==> src/rtl/cpu_mem_bridge.sv <==
// cpu_mem_bridge
// Turns single-cycle memory requests from the cpu core into a held,
// acknowledged transaction on the external memory bus. Adds wait-state
// tolerance, a per-transaction timeout and an address-range check, and
// reports completion to the core with a one-cycle ready/error pulse.
//
// Handshake: the core strobes cpu_req for one cycle while the bridge is idle
// and then waits for cpu_ready. The bridge holds mem_req high, with mem_we,
// mem_addr and mem_wdata stable, until mem_ack is sampled high at a clk
// edge or until TIMEOUT cycles have elapsed. mem_ack also qualifies
// mem_rdata on reads.
//
// Ports:
//   clk, reset          single clock, synchronous active-low reset
//   cpu_req/rw/address/datao   request from the core (rw: 1 = read)
//   cpu_data            read data returned to the core
//   cpu_ready, cpu_err  completion pulse, cpu_err marks a failed transaction
//   mem_req/we/addr/wdata      external bus request
//   mem_ack, mem_rdata  external bus acknowledge and read data
//   dbg_state           current FSM state, for observation only
module cpu_mem_bridge #(
  parameter logic [31:0] ADDR_LIMIT = 32'h0001_0000,
  parameter int          TIMEOUT    = 255
) (
  input  logic        clk,
  input  logic        reset,
  input  logic        cpu_req,
  input  logic        cpu_rw,
  input  logic [31:0] cpu_address,
  input  logic [31:0] cpu_datao,
  output logic [31:0] cpu_data,
  output logic        cpu_ready,
  output logic        cpu_err,
  output logic        mem_req,
  output logic        mem_we,
  output logic [31:0] mem_addr,
  output logic [31:0] mem_wdata,
  input  logic        mem_ack,
  input  logic [31:0] mem_rdata,
  output logic [1:0]  dbg_state
);

  localparam logic [1:0] IDLE  = 2'd0;
  localparam logic [1:0] ISSUE = 2'd1;
  localparam logic [1:0] RESP  = 2'd2;
  localparam logic [1:0] ERR   = 2'd3;

  // Counter value on the last permitted ISSUE cycle.
  localparam logic [7:0] LAST = 8'(TIMEOUT - 1);

  logic [1:0] state;
  logic [1:0] next_state;
  logic [7:0] count;

  assign dbg_state = state;

  always_comb begin
    next_state = state;
    case (state)
      IDLE: begin
        if (cpu_req) begin
          next_state = (cpu_address < ADDR_LIMIT) ? ISSUE : ERR;
        end
      end
      ISSUE: begin
        // Ack takes priority over timeout expiry on the same edge.
        if (mem_ack) begin
          next_state = RESP;
        end else if (count == LAST) begin
          next_state = ERR;
        end
      end
      RESP:    next_state = IDLE;
      ERR:     next_state = IDLE;
      default: next_state = IDLE;
    endcase
  end

  always_ff @(posedge clk) begin
    if (!reset) begin
      state     <= IDLE;
      count     <= 8'd0;
      cpu_data  <= 32'd0;
      cpu_ready <= 1'b0;
      cpu_err   <= 1'b0;
      mem_req   <= 1'b0;
      mem_we    <= 1'b0;
      mem_addr  <= 32'd0;
      mem_wdata <= 32'd0;
    end else begin
      state   <= next_state;
      // mem_req is registered from the next state so it is high for exactly
      // the cycles spent in ISSUE.
      mem_req <= (next_state == ISSUE);
      // The completion pulse is registered from RESP/ERR, so it appears in
      // the cycle after those states.
      cpu_ready <= (state == RESP) || (state == ERR);
      cpu_err   <= (state == ERR);

      // The bus fields double as the request latch; they are loaded only
      // when a bus cycle starts so they hold their value everywhere else,
      // including on range errors.
      if (state == IDLE && next_state == ISSUE) begin
        mem_we    <= ~cpu_rw;
        mem_addr  <= cpu_address;
        mem_wdata <= cpu_datao;
        count     <= 8'd0;
      end else if (state == ISSUE && !mem_ack && count != LAST) begin
        count <= count + 8'd1;
      end

      if (state == ISSUE && mem_ack && !mem_we) begin
        cpu_data <= mem_rdata;
      end
    end
  end

endmodule
==> config.mk <==
export PLATFORM = sky130hd
export DESIGN_NAME = cpu_mem_bridge
export DESIGN_NICKNAME = d
export VERILOG_FILES = /design/src/rtl/cpu_mem_bridge.sv
export SDC_FILE = /design/constraint.sdc
export NUM_CORES = 1
export LEC_CHECK = 0
export CORE_MARGIN = 1
export CORE_UTILIZATION = 29
export CTS_CLUSTER_SIZE = 24
export DETAILED_ROUTE_END_ITERATION = 8
export PLACE_DENSITY_LB_ADDON = 0.12
export SETUP_SLACK_MARGIN = 0.3
export SKIP_LAST_GASP = 1
export SLEW_MARGIN = 5
export SYNTH_ARGS = -nofsm -noshare
export SYNTH_HDL_FRONTEND = slang
export SYNTH_SLANG_ARGS = --single-unit
==> constraint.sdc <==
create_clock -name clk -period 2.86 [get_ports clk]
set_clock_uncertainty 0.2 [all_clocks]
set_input_delay 0.715 -clock clk [delete_from_list [all_inputs] [get_ports clk]]
set_output_delay 0.715 -clock clk [all_outputs]
set_load 0.03 [all_outputs]
# After elaboration in Yosys (flattened, before gate mapping)
# Index checks and enable logic that the tools add are counted.
# W data, S select, Z words.
# totals
register_bits	110
out_inout_bits	102
# op_classes
n_addsub	1
order_cmp	1
n_eq_ne	6
n_mux	5
bitwise	2
n_reduce_logical	11
# ops
op	n
$lt A32 B17 Y1 const B	1
$add A8 B1 Y8 const B	1
$eq A8 B8 Y1 const B	1
$mux W2	4
$ne A8 B8 Y1 const B	1
$pmux W2 S3	1
$logic_and A1 B1 Y1	5
$eq A2 B1 Y1 const B	2
$eq A2 B2 Y1 const B	2
$reduce_or A2 Y1	2
$logic_not A1 Y1	2
$logic_not A2 Y1	1
$not A1 Y1	2
$logic_or A1 B1 Y1	1

# Depth between registers and ports, before layout
# Gate-level depths: netlist of run 1.
# logic_depth
ltp_word	7
ltp_mapped	6
depth_no_buf	6

# Worst setup path before layout of run 1
# OpenSTA, ideal clock, no wires.
# synth_timing
kind	input to register
start	in cpu_address[20]
end	reg mem_addr[16]
setup_ps	116
arrival_ps	1783
t_required_ps	2544
setup_slack_ps	761
stages	5
path_buffers	1
path_cell_list	nor4_2 > nand4_2 > or2_1 > buf_2 > and3_1
# synth_between
elab_chain_cells	6
# synth_rtl
element	line_no	rtl
start: declaration	29	input logic [31:0] cpu_address,
$lt A32 B17 Y1	62	next_state = (cpu_address < ADDR_LIMIT) ? ISSUE : ERR;
$mux W2	62	
$mux W2	61	if (cpu_req) begin
$pmux W2 S3	59	case (state)
$eq A2 B1 Y1	103	if (state == IDLE && next_state == ISSUE) begin
$logic_and A1 B1 Y1	103	
end signal: assignment	105	mem_addr <= cpu_address;
end: declaration	36	output logic [31:0] mem_addr,
# Every way passes these cells.
# A chain may end at the register's enable or synchronous reset.

# Worst setup path in the final report of run 1
# layout_timing
start	reg state[1], in the netlist dbg_state[1]
end	out dbg_state[1]
# layout_lines
element	line_no	rtl
start: declaration	51	logic [1:0] state;
start signal: assignment	91	state <= next_state;
end: declaration	40	output logic [1:0] dbg_state
# No word-level cell between the ends.

==> impl_summary.log, run 1 <==
[metrics] # hold bufs at CTS: 0
[metrics] switching share of total power: around 22%
[metrics] clock tree from TritonCTS: built
[metrics] Core ar.: around 14000 um^2
[metrics] flop and latch count out of synthesis: 110
[metrics] number of sinks on the clock net: 110
[metrics] Non-Filler Cell Area, Final: ~6700 um^2
[metrics] leading cell types by count after synthesis: 167 x nand2_1, 110 x dfxtp_1, 50 x mux2i_1
[metrics] internal power of the cells: 2.496 mW
[metrics] starting density of the core: 30.08%
[metrics] RSZ-0062 raised after global routing: no
[metrics] 1st-pass router iterations: 4
[metrics] gp weighted congestion: roughly 0.69
[metrics] element type at the critical path end: primary output
[metrics] share of cells above drive strength 1: 5.207%
[metrics] critical-path cell list: clkdlybuf4s50_1
[metrics] detailed-route DRC error count: 0
[metrics] transition time of the tightest slew-check pin: 0.4523 ns
[metrics] Post-CTS Setup Inserts: 0
[metrics] maximum resistive drop on vdd: 0.3019 mV
[metrics] width of the die: ~120 um
[metrics] Skew-Pair Late Insertion Delay: around 0.35 ns
[metrics] fin crit period: around 2.5 ns
[metrics] main area contributors after synthesis: dfxtp_1 52%, nand2_1 15%, mux2i_1 12%, a21boi_1 3.7%, and3_1 2.8%
[metrics] class of the most critical setup path: flop to primary output
[metrics] Syn. warnings: 0
[metrics] Reg2Reg Depth: 3
[metrics] most common cell in the netlist: nand2_1
[metrics] Antenna Nets Post-Route: 0
[metrics] average via count per standard cell: between 4 and 5
[metrics] initial DRC count: around 160
[metrics] TritonCTS Buffers: 9
[metrics] number of flops mapped to enable cells by yosys: 0
[metrics] RR Startpoint: dbg_state[1]
[metrics] FP Rows: 43
[metrics] number of antenna violations at the first check in global routing: 0
[metrics] aggregate global-route resource usage: between 10% and 20%
[metrics] fraction of synthesized cell area taken by the top area cell type: a little over half
[metrics] Final period util: 85.84%
[metrics] fraction of registers with async set or reset after synthesis: 0%
[metrics] leakage power: between 2 and 2.5 nW
[metrics] # fillers: ~1300
[metrics] Total Power Consumption: ~3.2 mW
[metrics] count of mapped cells out of synthesis: 458
[metrics] Synth-to-Final Area Change: 59.45%
[metrics] count of placed standard cells including taps: between 800 and 900
[metrics] total number of vias: approximately 3600
[metrics] port buffer count: just over 200
[metrics] I/O pins: 203
[metrics] synthesized area per cell: just over 9 um^2
[metrics] library cell with the largest summed area after synthesis: dfxtp_1
[metrics] switching power: between 700 and 800 uW
[metrics] hold violation total from the final report: 0
[metrics] Largest delay share family, worst path: buffers and inverters
[metrics] Clock Pin Slew Worst Setup and Hold Paths: roughly 0.070 ns
[metrics] clock tree buffer depth: 2
[metrics] hpwl dp: between 7000 and 8000 um
[metrics] Largest stage delay, worst path: between 0.7 and 0.8 ns
[metrics] final setup violation count: 0
[metrics] fraction of the yosys area taken by sequential cells: a little over half
[metrics] end point of the critical path: dbg_state[1]
[metrics] syn nets: between 500 and 600
[metrics] dpl cell area: 6415 um^2
[metrics] Post-Route WL: around 11000 um
[metrics] Clk network pwr share: between 40% and 50%
[metrics] Comb pwr share: 10.3%
[metrics] Worst Path Buf+Inv: 1
[metrics] top flip-flop cell by instance count after synthesis: dfxtp_1
[metrics] Die ar.: between 15000 and 20000 um^2
[metrics] grt ovf: 0
[metrics] CP Launch Point: dbg_state[1]
[metrics] worst slew margin relative to its limit: 69.78%
[metrics] maximum fanout along the worst path: 8
[metrics] portion of total power attributed to sequential cells: between 40 and 50%
[metrics] max frequency: roughly 0.41 GHz
[metrics] Crit path depth: 1
[metrics] Crit Reg-Reg Endpoint: mem_addr[26]
[metrics] via count of the first global-routing pass: roughly 3500
[metrics] largest net degree at the start of global routing: 97
[metrics] global-route wire length before repair: ~17000 um
[metrics] CP Data Required Time: about 2.0 ns
[metrics] type of element launching the critical path: flop
[metrics] non-filler instance count after layout: around 830
[metrics] max cap viols: 0
[metrics] classification of the worst-slack hold path: flop to flop
[metrics] r2r setup slk: 1.05 ns
[metrics] signal arrival time at the worst endpoint: 1.54 ns
[metrics] detail-routed net length per standard cell: between 10 and 15 um
[metrics] number of H-tree levels: 3
[metrics] Root Buffer: clkbuf_16
[metrics] worst hold slack across all endpoints: around 0.25 ns
[metrics] power density normalized to cell area: around 480 nW/um^2
[metrics] total negative slack for setup checks: 0 ns
[metrics] Critical-path top delay cell: clkdlybuf4s50_1
[metrics] outcome: completed
[metrics] vertical die dimension: between 100 and 150 um
[metrics] mapped cell area: between 4000 and 5000 um^2
[metrics] post-cts resize count: 0
[metrics] ant diodes: 0
[metrics] max-slew violation count: 0
[metrics] Synth cell types: 37
[metrics] post-layout net count: 751
kinds of logic after synthesis:
family / count (synthesis) / synth area share, %
AOI/OAI and AO/OA: 43 / 7.642
muxes: 50 / 11.85
DFF: 110 / 52.13
xor gates and xnor gates: 5 / 1.037
and+or+nand+nor: 217 / 23.25
buffers and inverters: 31 / 3.495
adders and majority gates: 2 / 0.5923
area by class of cell:
cell class                 count  area, um^2  area share [%]
clock buffer                  12       266.5           3.957
tap                          180       225.2           3.344
clock inverter                 4       53.80          0.7988
multi-input combinational    317        1874           27.83
sequential                   110        2202           32.70
inverter                       1       3.754         0.05573
timing repair buffer         209        2110           31.32
sequential cells by signal (all words and copies together), names as in the netlist:
| signal | count |
|---|---|
| cpu_data | 32 |
| cpu_err | 1 |
| count | 8 |
| cpu_ready | 1 |
| dbg_state | 2 |
| mem_addr | 32 |
| mem_wdata | 32 |
| mem_we | 1 |
| mem_req | 1 |
per-stage QoR:
| stage | setup slack, ns | utilization, % |
|---|---|---|
| after CTS | 0.3866 | 47.96 |
| final | 0.4051 | 47.96 |
| after floorplan | 0.7614 | - |
| after global placement | 0.2623 | 45.68 |
| after global routing | 0.3438 | 47.96 |
| after detailed placement | 0.1860 | 45.68 |
placed cells by master (no fill, tap or decap), types with 2 or more instances in the layout:
| cell | instances |
|---|---|
| xnor2_1 | 3 |
| buf_4 | 5 |
| nor2b_1 | 2 |
| a21boi_0 | 13 |
| o211a_1 | 2 |
| mux2i_1 | 50 |
| a21boi_1 | 21 |
| nor3b_1 | 2 |
| clkbuf_8 | 3 |
| buf_12 | 3 |
| nand2_1 | 167 |
| clkinvlp_4 | 2 |
| nor4_2 | 5 |
| o211ai_1 | 2 |
| dfxtp_1 | 110 |
| or3b_4 | 2 |
| and3_1 | 19 |
| clkbuf_16 | 9 |
| clkdlybuf4s50_1 | 201 |
| ha_1 | 2 |
| nor2_1 | 9 |
| xor2_1 | 2 |
| a211oi_1 | 2 |
power groups by stage:
stage	combinational, mW	clock [mW]	sequential, mW
finish	0.332	1.32	1.57
global route	0.360	1.44	1.57
CTS	0.336	1.38	1.57
detailed placement	0.334	0	1.60
global placement	0.331	0	1.60
floorplan	0.0958	0	1.64
layer usage:
layer | routed length (um) | vias up | global-route usage [%]
li1 | - | 1877 | -
met1 | 4738 | 1614 | 17.20
met2 | 4991 | 130 | 22.79
met3 | 1148 | 12 | 7.714
met4 | 158 | 0 | 4.878
met5 | 0 | - | 0
worst min-delay path by stage:
stage / from / slack [ns] / cells past startpoint / end
after floorplan: count[4] / 0.28 / 2 / count[4]
after global placement: cpu_data[28] / 0.24 / 2 / cpu_data[28]
after detailed placement: cpu_data[23] / 0.25 / 2 / cpu_data[23]
after CTS: cpu_data[16] / 0.26 / 2 / cpu_data[16]
after global routing: cpu_data[28] / 0.27 / 2 / cpu_data[28]
final: cpu_data[16] / 0.25 / 2 / cpu_data[16]
(Power assumes the default switching activity.)
==> run 2, diff against run 1 <==
- ABC_AREA: unset -> 1
==> run 2 against run 1 <==
Register-to-register slack got worse by 0.25 ns. Sequential share of layout area fell by 0.24 points. Synthesized cell count rose by 35%. Combinational power rose by 11%. Utilization fell by 1.3 points. Critical path depth did not move. Non-clock buffer count fell by 2. Maximum frequency rose by 4.2%. Synthesized area rose by 2.1%. Sequential cell count did not move. Largest power group unchanged.
==> impl_summary.log, run 2 <==
[metrics] outcome: completed
[metrics] most common cell after layout, fill and taps aside: clkdlybuf4s50_1
[metrics] Post-CTS Setup Inserts: 0
[metrics] element type at the critical path end: primary output
[metrics] Clk network pwr share: around 40%
[metrics] via count of the first global-routing pass: ~3800
[metrics] worst hold slack across all endpoints: ~0.26 ns
[metrics] CP Launch Point: dbg_state[0]
[metrics] global-route wire length before repair: around 18000 um
[metrics] number of H-tree levels: 3
[metrics] RSZ-0062 raised after global routing: no
[metrics] detailed-route DRC error count: 0
[metrics] starting density of the core: between 20% and 30%
[metrics] fin crit period: 2.356 ns
[metrics] maximum fanout along the worst path: 4
[metrics] worst slew margin relative to its limit: between 60 and 70%
[metrics] number of sinks on the clock net: 110
[metrics] flop and latch count out of synthesis: between 100 and 150
[metrics] Comb pwr share: a little under an eighth
[metrics] Largest stage delay, worst path: about 0.70 ns
[metrics] Post-Route WL: between 10000 and 15000 um
[metrics] total number of vias: just over 4000
[metrics] signal arrival time at the worst endpoint: between 1 and 1.5 ns
[metrics] width of the die: between 100 and 150 um
[metrics] 1st-pass router iterations: 4
[metrics] leading cell types by count after synthesis: 177 x nor2_1, 131 x nand2_1, 110 x dfxtp_1
[metrics] startpoint of the most critical hold path: mem_addr[17]
[metrics] top flip-flop cell by instance count after synthesis: dfxtp_1
[metrics] fraction of registers with async set or reset after synthesis: 0%
[metrics] count of mapped cells out of synthesis: between 600 and 700
[metrics] share of cells above drive strength 1: 3.444%
[metrics] class of the most critical setup path: flop to primary output
[metrics] power density normalized to cell area: about 480 nW/um^2
[metrics] fraction of synthesized cell area taken by the top area cell type: 51.07%
[metrics] classification of the worst-slack hold path: flop to flop
[metrics] port buffer count: about 200
[metrics] internal power of the cells: 2.452 mW
[metrics] switching share of total power: 24.19%
[metrics] library cell with the largest summed area after synthesis: dfxtp_1
[metrics] ant diodes: 0
[metrics] aggregate global-route resource usage: 14.97%
[metrics] Die ar.: ~15000 um^2
[metrics] average via count per standard cell: slightly above 4
[metrics] vertical die dimension: ~120 um
[metrics] maximum resistive drop on vdd: 0.2856 mV
[metrics] Synth cell types: 24
[metrics] portion of total power attributed to sequential cells: between 40% and 50%
[metrics] critical-path cell list: clkdlybuf4s50_1
[metrics] hpwl dp: just over 8000 um
[metrics] RR Startpoint: count[0]
[metrics] fraction of the yosys area taken by sequential cells: around half
[metrics] clock tree buffer depth: 2
[metrics] detail-routed net length per standard cell: 11.41 um
[metrics] commonest cells after routing, fill and taps aside: 201 x clkdlybuf4s50_1, 177 x nor2_1, 131 x nand2_1
[metrics] Final period util: 82.37%
[metrics] max cap viols: 0
[metrics] syn nets: between 700 and 800
[metrics] most common cell in the netlist: nor2_1
[metrics] Critical-path top delay cell: clkdlybuf4s50_1
[metrics] hold violation total from the final report: 0
[metrics] Worst Path Buf+Inv: 1
[metrics] final setup violation count: 0
[metrics] grt ovf: 0
[metrics] Syn. warnings: 0
[metrics] TritonCTS Buffers: 9
[metrics] FP Rows: 44
[metrics] CP Data Required Time: about 2.0 ns
[metrics] mapped cell area: about 4300 um^2
[metrics] # hold bufs at CTS: 0
[metrics] type of element launching the critical path: flop
[metrics] Synth-to-Final Area Change: 57.34%
[metrics] Regs by FF count: cpu_data x32, mem_addr x32, mem_wdata x32
[metrics] transition time of the tightest slew-check pin: 0.4938 ns
[metrics] leakage power: ~3.1 nW
[metrics] # fillers: 1478
[metrics] total negative slack for setup checks: 0 ns
[metrics] clock tree from TritonCTS: built
[metrics] post-layout net count: 911
[metrics] Clock Pin Slew Worst Setup and Hold Paths: 0.07 ns
[metrics] initial DRC count: about 140
[metrics] number of flops mapped to enable cells by yosys: 0
[metrics] Largest delay share family, worst path: buffers and inverters
[metrics] switching power: about 800 uW
[metrics] I/O pins: 203
[metrics] Skew-Pair Late Insertion Delay: between 0.3 and 0.4 ns
[metrics] number of antenna violations at the first check in global routing: 0
[metrics] Antenna Nets Post-Route: 0
[metrics] post-cts resize count: 0
[metrics] Core ar.: 14530 um^2
[metrics] main area contributors after synthesis: dfxtp_1 51%, nor2_1 15%, nand2_1 11%, inv_1 7.9%, o21ai_0 3.9%
[metrics] largest net degree at the start of global routing: between 100 and 150
[metrics] max frequency: 0.4245 GHz
[metrics] synthesized area per cell: between 6 and 7 um^2
[metrics] Root Buffer: clkbuf_16
[metrics] max-slew violation count: 0
[metrics] gp weighted congestion: approximately 0.72
run 2: changes by cell type in the layout (fill, tap and decap cells not counted), sizes merged, moves of 21 or more:
cell | previous run | this run
nor2 | 10 | 178
mux2i | 50 | 0
nand3 | 1 | 22
a21boi | 34 | 1
inv | 1 | 93
nand2 | 167 | 134
o21ai | 2 | 34
run 2: logic make-up (layout without fill, tap and decap cells):
family / count (synthesis) / in the layout / synth area share, %
AOI/OAI and AO/OA: 44 / 44 / 5.165
xor gates and xnor gates: 2 / 2 / 0.4063
adders and majority gates: 2 / 2 / 0.5803
buffers and inverters: 121 / 315 / 11.81
DFF: 110 / 110 / 51.07
and+or+nand+nor: 340 / 340 / 30.96
run 2: area by class of cell:
| class | instances | area [um^2] | area share, % |
|---|---|---|---|
| flip-flops and latches | 110 | 2202 | 32.46 |
| clock buffers | 9 | 225.2 | 3.320 |
| inverters | 92 | 345.3 | 5.090 |
| repair buffers | 207 | 2092 | 30.84 |
| clock inverters | 7 | 81.33 | 1.199 |
| multi-input cells | 388 | 1608 | 23.70 |
| well taps | 184 | 230.2 | 3.394 |
run 2: power groups by stage:
stage	Sequential, mW	Combinational, mW	Clock [mW]
floorplan	1.67	0.0872	0
global placement	1.61	0.371	0
detailed placement	1.61	0.371	0
CTS	1.58	0.373	1.34
global route	1.58	0.400	1.41
finish	1.58	0.369	1.29
run 2: final timing paths:
check | depth (start not counted) | slack, ns | to
max | 1 | 0.50 | dbg_state[0]
min | 2 | 0.26 | mem_addr[17]
max reg2reg | 11 | 0.80 | count[1]
min reg2reg | 2 | 0.26 | mem_addr[17]
run 2: layer usage:
layer  global-route usage [%]  share of wire, %  up-vias
met2                    24.51                47      129
met3                    7.601               9.9        9
met5                        0                 0        -
li1                         -                 -     2199
met4                    4.539               1.3        0
met1                    16.93                42     1752
run 2: tightest hold or removal path: stages (launching register included):
cell and delay (ns):
dfxtp_1 0.31, nand3_1 0.07, inv_1 0.04
run 2: per-stage QoR:
stage	utilization (%)	power, mW	area [um^2]	setup WS, ns	cells
floorplan	-	1.759	4312	0.9407	619
global placement	44.57	1.983	6477	0.2734	981
detailed placement	44.57	1.986	6477	0.2099	981
CTS	46.68	3.293	6784	0.4845	997
global route	46.68	3.390	6784	0.4607	997
finish	46.68	3.234	6784	0.5042	997
